$ cat config.mk
export PLATFORM = sky130hd
export DESIGN_NAME = tile_row_prefetch
export DESIGN_NICKNAME = d
export VERILOG_FILES = /design/src/rtl/tile_row_prefetch.sv
export SDC_FILE = /design/constraint.sdc
export NUM_CORES = 1
export LEC_CHECK = 0
export ABC_CLOCK_PERIOD_IN_PS = 3400
export CAP_MARGIN = 20
export CORE_MARGIN = 2
export CORE_UTILIZATION = 40
export CTS_CLUSTER_DIAMETER = 120
export CTS_CLUSTER_SIZE = 16
export DETAILED_ROUTE_END_ITERATION = 12
export GPL_TIMING_DRIVEN = 0
export PLACE_DENSITY = 0.63
export SETUP_SLACK_MARGIN = 0.2
export SYNTH_ARGS = -nofsm -noshare
export SYNTH_HDL_FRONTEND = slang
export SYNTH_SLANG_ARGS = --single-unit
$ cat constraint.sdc
create_clock -name clk -period 3.4 [get_ports clk]
set_clock_uncertainty 0.15 [all_clocks]
set_input_delay 0.51 -clock clk [delete_from_list [all_inputs] [get_ports clk]]
set_output_delay 0.51 -clock clk [all_outputs]
set_load 0.02 [all_outputs]
$ cat src/rtl/tile_row_prefetch.sv
// Tile row prefetcher: fills one text row of tile words from system memory into
// the back half of a double-buffered line store, then serves VGA reads from the
// front half with a fixed one-cycle latency.
module tile_row_prefetch #(
   parameter int                          SYS_DATA_WIDTH = 16,
   parameter int                          SYS_ADDR_WIDTH = 16,
   parameter int                          COLS           = 40,
   parameter int                          LOG2_COLS      = 6,
   parameter logic [SYS_ADDR_WIDTH-1:0]   TILE_BASE      = 16'hF000
) (
   input  logic                      clk,
   input  logic                      reset,
   input  logic                      row_start,
   input  logic [LOG2_COLS-1:0]      row_idx,
   input  logic                      swap,
   output logic                      mem_rd_en,
   output logic [SYS_ADDR_WIDTH-1:0] mem_addr,
   input  logic                      mem_grant,
   input  logic [SYS_DATA_WIDTH-1:0] mem_data,
   input  logic [SYS_ADDR_WIDTH-1:0] vga_addr,
   output logic [SYS_DATA_WIDTH-1:0] vga_data,
   output logic                      busy,
   output logic                      overrun
);

   typedef enum logic [1:0] {IDLE, FETCH, DRAIN, DONE} state_t;

   localparam logic [SYS_ADDR_WIDTH-1:0] COLS_A   = SYS_ADDR_WIDTH'(COLS);
   localparam logic [LOG2_COLS-1:0]      LAST_IDX = LOG2_COLS'(COLS - 1);

   state_t                    state, state_nx;
   logic [SYS_ADDR_WIDTH-1:0] fill_base;
   logic [SYS_ADDR_WIDTH-1:0] disp_base;
   logic [LOG2_COLS-1:0]      req_cnt;
   logic                      disp_bank;
   logic                      disp_valid;
   logic                      wr_pend;
   logic [LOG2_COLS-1:0]      wr_idx;
   logic                      do_start;
   logic                      do_flip;
   logic                      set_ovr;
   logic [SYS_ADDR_WIDTH-1:0] off;

   // Two banks: disp_bank is read by VGA, ~disp_bank is filled from memory.
   logic [SYS_DATA_WIDTH-1:0] ram [2][COLS];

   // State register
   always_ff @(posedge clk) begin
      if (reset) state <= IDLE;
      else       state <= state_nx;
   end

   // Next state, bus request and control strobes
   always_comb begin
      state_nx  = state;
      do_start  = 1'b0;
      do_flip   = 1'b0;
      set_ovr   = 1'b0;
      mem_rd_en = 1'b0;
      mem_addr  = '0;
      busy      = 1'b0;
      unique case (state)
         IDLE: begin
            // A swap here just means a blank row; nothing to flip.
            if (row_start) begin
               do_start = 1'b1;
               state_nx = FETCH;
            end
         end
         FETCH: begin
            busy      = 1'b1;
            mem_rd_en = 1'b1;
            mem_addr  = fill_base + SYS_ADDR_WIDTH'(req_cnt);
            if (swap || row_start) set_ovr = 1'b1;
            if (mem_grant && req_cnt == LAST_IDX) state_nx = DRAIN;
         end
         DRAIN: begin
            busy = 1'b1;
            if (swap || row_start) set_ovr = 1'b1;
            // Final word lands this cycle.
            if (wr_pend) state_nx = DONE;
         end
         DONE: begin
            if (swap) begin
               do_flip = 1'b1;
               if (row_start) begin
                  do_start = 1'b1;
                  state_nx = FETCH;
               end else begin
                  state_nx = IDLE;
               end
            end else if (row_start) begin
               set_ovr = 1'b1;
            end
         end
         default: state_nx = IDLE;
      endcase
   end

   // Fetch bookkeeping, bank flip and sticky error flag
   always_ff @(posedge clk) begin
      if (reset) begin
         fill_base  <= TILE_BASE;
         req_cnt    <= '0;
         disp_bank  <= 1'b0;
         disp_valid <= 1'b0;
         disp_base  <= TILE_BASE;
         overrun    <= 1'b0;
         wr_pend    <= 1'b0;
         wr_idx     <= '0;
      end else begin
         if (do_start) begin
            fill_base <= TILE_BASE + SYS_ADDR_WIDTH'(row_idx) * COLS_A;
            req_cnt   <= '0;
         end else if (state == FETCH && mem_grant) begin
            req_cnt <= req_cnt + LOG2_COLS'(1);
         end
         // disp_base takes the pre-update fill_base, so a same-cycle restart is safe.
         if (do_flip) begin
            disp_bank  <= ~disp_bank;
            disp_base  <= fill_base;
            disp_valid <= 1'b1;
         end
         if (set_ovr) overrun <= 1'b1;
         // Read data trails the grant by one cycle; remember where it goes.
         wr_pend <= (state == FETCH) && mem_grant;
         wr_idx  <= req_cnt;
      end
   end

   // Fill-bank write; banks only flip in DONE, after all writes have landed
   always_ff @(posedge clk) begin
      if (wr_pend) ram[~disp_bank][wr_idx] <= mem_data;
   end

   assign off = vga_addr - disp_base;

   // VGA read port: one-cycle latency, zero outside the displayed row
   always_ff @(posedge clk) begin
      if (reset)
         vga_data <= '0;
      else if (disp_valid && off < COLS_A)
         vga_data <= ram[disp_bank][off[LOG2_COLS-1:0]];
      else
         vga_data <= '0;
   end

endmodule

==> reports/summary.log <==
qor: run_status.outcome finished clean
qor: synth.netlist_top_cells_area sky130_fd_sc_hd__edfxtp_1 73%, sky130_fd_sc_hd__mux4_2 12%, sky130_fd_sc_hd__mux2i_1 2.5%
qor: placed_design.place.port_buffers 75
qor: detailed_routing.drc 0
qor: layout.layout.cells.most_common_list 1280 x sky130_fd_sc_hd__edfxtp_1, 274 x sky130_fd_sc_hd__mux4_2, 131 x sky130_fd_sc_hd__mux2i_1
qor: layout.filler_cell_count 10700
qor: floorplanning.num_io_pins 78
qor: layout.total_area_of_sequential_cells 0.0395 mm^2
qor: synth.synth.net_count 2685
qor: layout.layout-area-overhead-vs-synth 15.4%
qor: cts.cts.root.buffer_cell sky130_fd_sc_hd__clkbuf_16
qor: synth.postSynth.asyncResetShare 0
qor: pwr.power.ir.vdd_worst 0.353 mV
qor: cts.cts_made_buffers 93
qor: grt.grt_first_pass_wirelength 201000 um
qor: grt.antenna_found_initial 10
qor: sta.clock.fmax 304 MHz
qor: layout.final-instance-count-excl-fill 4652
qor: detailed_routing.detail_route.iter0.violations 3645
qor: placed_design.place_congestion 0.954
qor: cts.tritoncts_clock_tree built
qor: cts.path_clk_slew 70 ps
qor: cts.clock_tree.htree_level_count 3
qor: synth.synthDominantCellAreaShare 0.734
qor: sta.hold_viol_final 0
qor: synth.synthCells 2613
qor: floorplanning.fp-row-count 132
qor: detailed_routing.remaining_antenna_violation_count_after_routing 0
qor: synth.synth_area_per_cell 20.0 um^2
qor: floorplanning.chipHeight 366 um
qor: detailed_routing.drt_total_wl 143000 um
qor: floorplanning.die_width 366 um
qor: detailed_routing.vias_per_cell 5.92
qor: setup_path.ff_to_ff_start wr_pend
qor: detailed_routing.first_pass_iters 8
qor: setup_path.setup.worst_path.start_class primary input
qor: pwr.switchingPower 7.13 mW
qor: detailed_routing.vias 27500
qor: pwr.p_leak 18.3 nW
qor: grt.largest_net_degree_at_the_start_of_global_routing 81
qor: detailed_routing.routedWlPerCell 30.7 um
qor: cts.cts_buffer_depth 3
qor: grt.grt_overflow_total 0
qor: setup_path.timing.critical_path.arrival 3770 ps
qor: pwr.combinationalPowerShare 0.089
qor: sta.timing.slew.headroom 0.209
qor: placed_design.instance_area_at_placement 0.0567 mm^2
qor: pwr.seqPwrFrac 0.578
qor: setup_path.crit_path_max_fanout 10
qor: sta.share_of_the_cycle_needed_by_the_critical_path_after_routing 0.969
qor: synth.synth_enable_flop_cells 1280
qor: sta.grt_setup_unrepaired true
qor: pwr.clock_power_share 0.333
qor: grt.number_of_global_route_vias_before_repair 27700
qor: layout.nNetsFinal 2945
qor: layout.multiInputGateArea 0.0129 mm^2
qor: pwr.swShare 0.228
qor: synth.synth.cell_area 0.0524 mm^2
qor: min_path.worstHoldStart mem_data[0]
qor: pwr.cell_internal_pwr 24.2 mW
qor: setup_path.worstSetupStartpoint vga_addr[3]
qor: cts.post_cts_hold_buffer_count 0
qor: setup_path.critPathCaptureType register
qor: synth.synth.distinct_cells 61
qor: layout.finalInstanceArea 0.0605 mm^2
qor: sta.report.final.slew_viol_count 0
qor: synth.post-synth-top-area-cell sky130_fd_sc_hd__edfxtp_1
qor: floorplanning.die_area 0.134 mm^2
qor: grt.track_usage 0.209
qor: floorplanning.initial_utilization 0.404
qor: synth.synth-warning-count 0
qor: placed_design.dp.cells 4509
qor: setup_path.worstSetupPathType primary input to register
qor: flow_run.max_cap_viols 0
qor: sta.worst_slew_pin_slew 1190 ps
qor: layout.post_route_cells_drive_above_1_share 0.282
qor: sta.final.min_clock_period 3290 ps
qor: placed_design.dp.final_hpwl 96800 um
qor: floorplanning.core_area 0.130 mm^2
qor: cts.cts.sink_count 1333
qor: setup_path.crit_required 3870 ps
qor: sta.setup_violations_final 0
qor: pwr.p_per_area 518 mW/mm^2
qor: min_path.min_path_type primary input to register
qor: synth.synth.ff_latch_count 1333
qor: synth.yosys_most_used_dff sky130_fd_sc_hd__edfxtp_1
qor: cts.clock_latency 690 ps
qor: synth.synth_seq_area_share 0.754
qor: layout.layout_commonest_cell sky130_fd_sc_hd__edfxtp_1
-- path summary, 6_finish.rpt --
check,end,slack [ps],depth (start not counted)
setup / recovery,vga_data[9],110,13
hold / removal,ram[1][352],140,1
setup reg to reg,ram[1][358],140,3
hold reg to reg,disp_base[11],310,2
-- state kept, by name, indices dropped and copies added, names as in the netlist, named ones only --
name / cells
req_cnt: 6
overrun: 1
disp_bank: 1
fill_base: 9
ram: 1280
wr_pend: 1
disp_valid: 1
disp_base: 9
vga_data: 16
state: 2
wr_idx: 6
-- synth_stat cells (6+ instances only) --
library cell	n
sky130_fd_sc_hd__o21a_1	10
sky130_fd_sc_hd__nor2b_1	35
sky130_fd_sc_hd__and3b_1	6
sky130_fd_sc_hd__o22ai_1	29
sky130_fd_sc_hd__buf_6	22
sky130_fd_sc_hd__inv_1	20
sky130_fd_sc_hd__nor4_1	11
sky130_fd_sc_hd__xor2_1	6
sky130_fd_sc_hd__mux2i_1	131
sky130_fd_sc_hd__nor2_1	139
sky130_fd_sc_hd__dfxtp_1	53
sky130_fd_sc_hd__a22oi_1	20
sky130_fd_sc_hd__ha_1	26
sky130_fd_sc_hd__buf_2	22
sky130_fd_sc_hd__or2_2	8
sky130_fd_sc_hd__buf_8	7
sky130_fd_sc_hd__o21ai_0	63
sky130_fd_sc_hd__nand2b_1	8
sky130_fd_sc_hd__edfxtp_1	1280
sky130_fd_sc_hd__a311oi_1	10
sky130_fd_sc_hd__a221oi_1	55
sky130_fd_sc_hd__mux4_2	274
sky130_fd_sc_hd__nand3_1	16
sky130_fd_sc_hd__and3_1	24
sky130_fd_sc_hd__buf_1	13
sky130_fd_sc_hd__clkbuf_1	59
sky130_fd_sc_hd__and2_1	17
sky130_fd_sc_hd__buf_4	11
sky130_fd_sc_hd__xnor2_1	9
sky130_fd_sc_hd__a211oi_1	18
sky130_fd_sc_hd__nand2_1	78
sky130_fd_sc_hd__nor3_1	14
sky130_fd_sc_hd__a21oi_1	50
-- critical path, cell delays in order --
cell	delay, ps
sky130_fd_sc_hd__clkdlybuf4s50_1	480
sky130_fd_sc_hd__inv_1	60
sky130_fd_sc_hd__ha_2	200
sky130_fd_sc_hd__fa_2	750
sky130_fd_sc_hd__buf_6	150
sky130_fd_sc_hd__nand2b_4	80
sky130_fd_sc_hd__or2_2	320
sky130_fd_sc_hd__buf_6	150
sky130_fd_sc_hd__buf_8	160
sky130_fd_sc_hd__a21oi_4	190
sky130_fd_sc_hd__nor2_1	120
sky130_fd_sc_hd__a211oi_4	320
sky130_fd_sc_hd__and3_4	270
-- layer usage --
metal / up-vias / global-route usage / routed length, um
li1: 11300 / - / -
met2: 1428 / 0.336 / 67500
met5: - / 0 / 41
met4: 6 / 0.0794 / 5690
met3: 275 / 0.0458 / 13000
met1: 14600 / 0.280 / 56400
-- power by group through the flow --
stage | Clock (mW) | Sequential [mW] | Combinational (mW)
floorplan | 0 | 18.5 | 1.46
global placement | 0 | 18.5 | 2.49
detailed placement | 0 | 18.5 | 2.59
CTS | 10.6 | 18.1 | 2.68
global route | 11.1 | 18.1 | 2.91
finish | 10.4 | 18.1 | 2.79
-- metrics by stage --
step | hold slack, ps | setup TNS (ps) | power (mW) | setup slack, ps | util
6_report | 142 | 0 | 31.3 | 106 | 0.466
5_1_grt | 139 | 0 | 32.1 | 84.0 | 0.466
4_1_cts | 110 | 0 | 31.3 | 54.1 | 0.462
3_5_place_dp | 302 | -26150 | 21.1 | -1740 | 0.437
3_3_place_gp | 302 | -758510 | 21.0 | -1700 | 0.426
2_1_floorplan | 286 | 0 | 19.9 | 428 | -
-- cell type report --
class                           instances  share of cell area
Antenna cell                            4            0.000166
Tap cell                             1742              0.0360
Buffer                                138              0.0192
Sequential cell                      1333               0.653
Timing Repair Buffer                  165              0.0337
Multi-Input combinational cell       1122               0.214
Clock buffer                          123              0.0411
Inverter                               20             0.00124
Clock inverter                          5             0.00110
-- logic make-up (layout without fill, tap and decap cells) --
logic type               Yosys count  in the layout  share of synthesized area
multiplexers                     412            412                      0.146
buffers and inverters            158            451                     0.0182
AO/OA/AOI/OAI                    289            289                     0.0372
other                              0              4                          0
flip-flops                      1333           1333                      0.754
AND/OR/NAND/NOR                  377            377                     0.0348
adder cells (fa/ha/maj)           29             29                    0.00736
XOR/XNOR                          15             15                    0.00251
-- timing repair --
item / 4_1_cts / 5_1_grt
pin swaps: 14 / 35
setup buffers: 4 / 6
gates resized for setup: 209 / 145
endpoints found under the setup margin: 39 / 80
No activity file was read; power rests on OpenSTA's default activity.
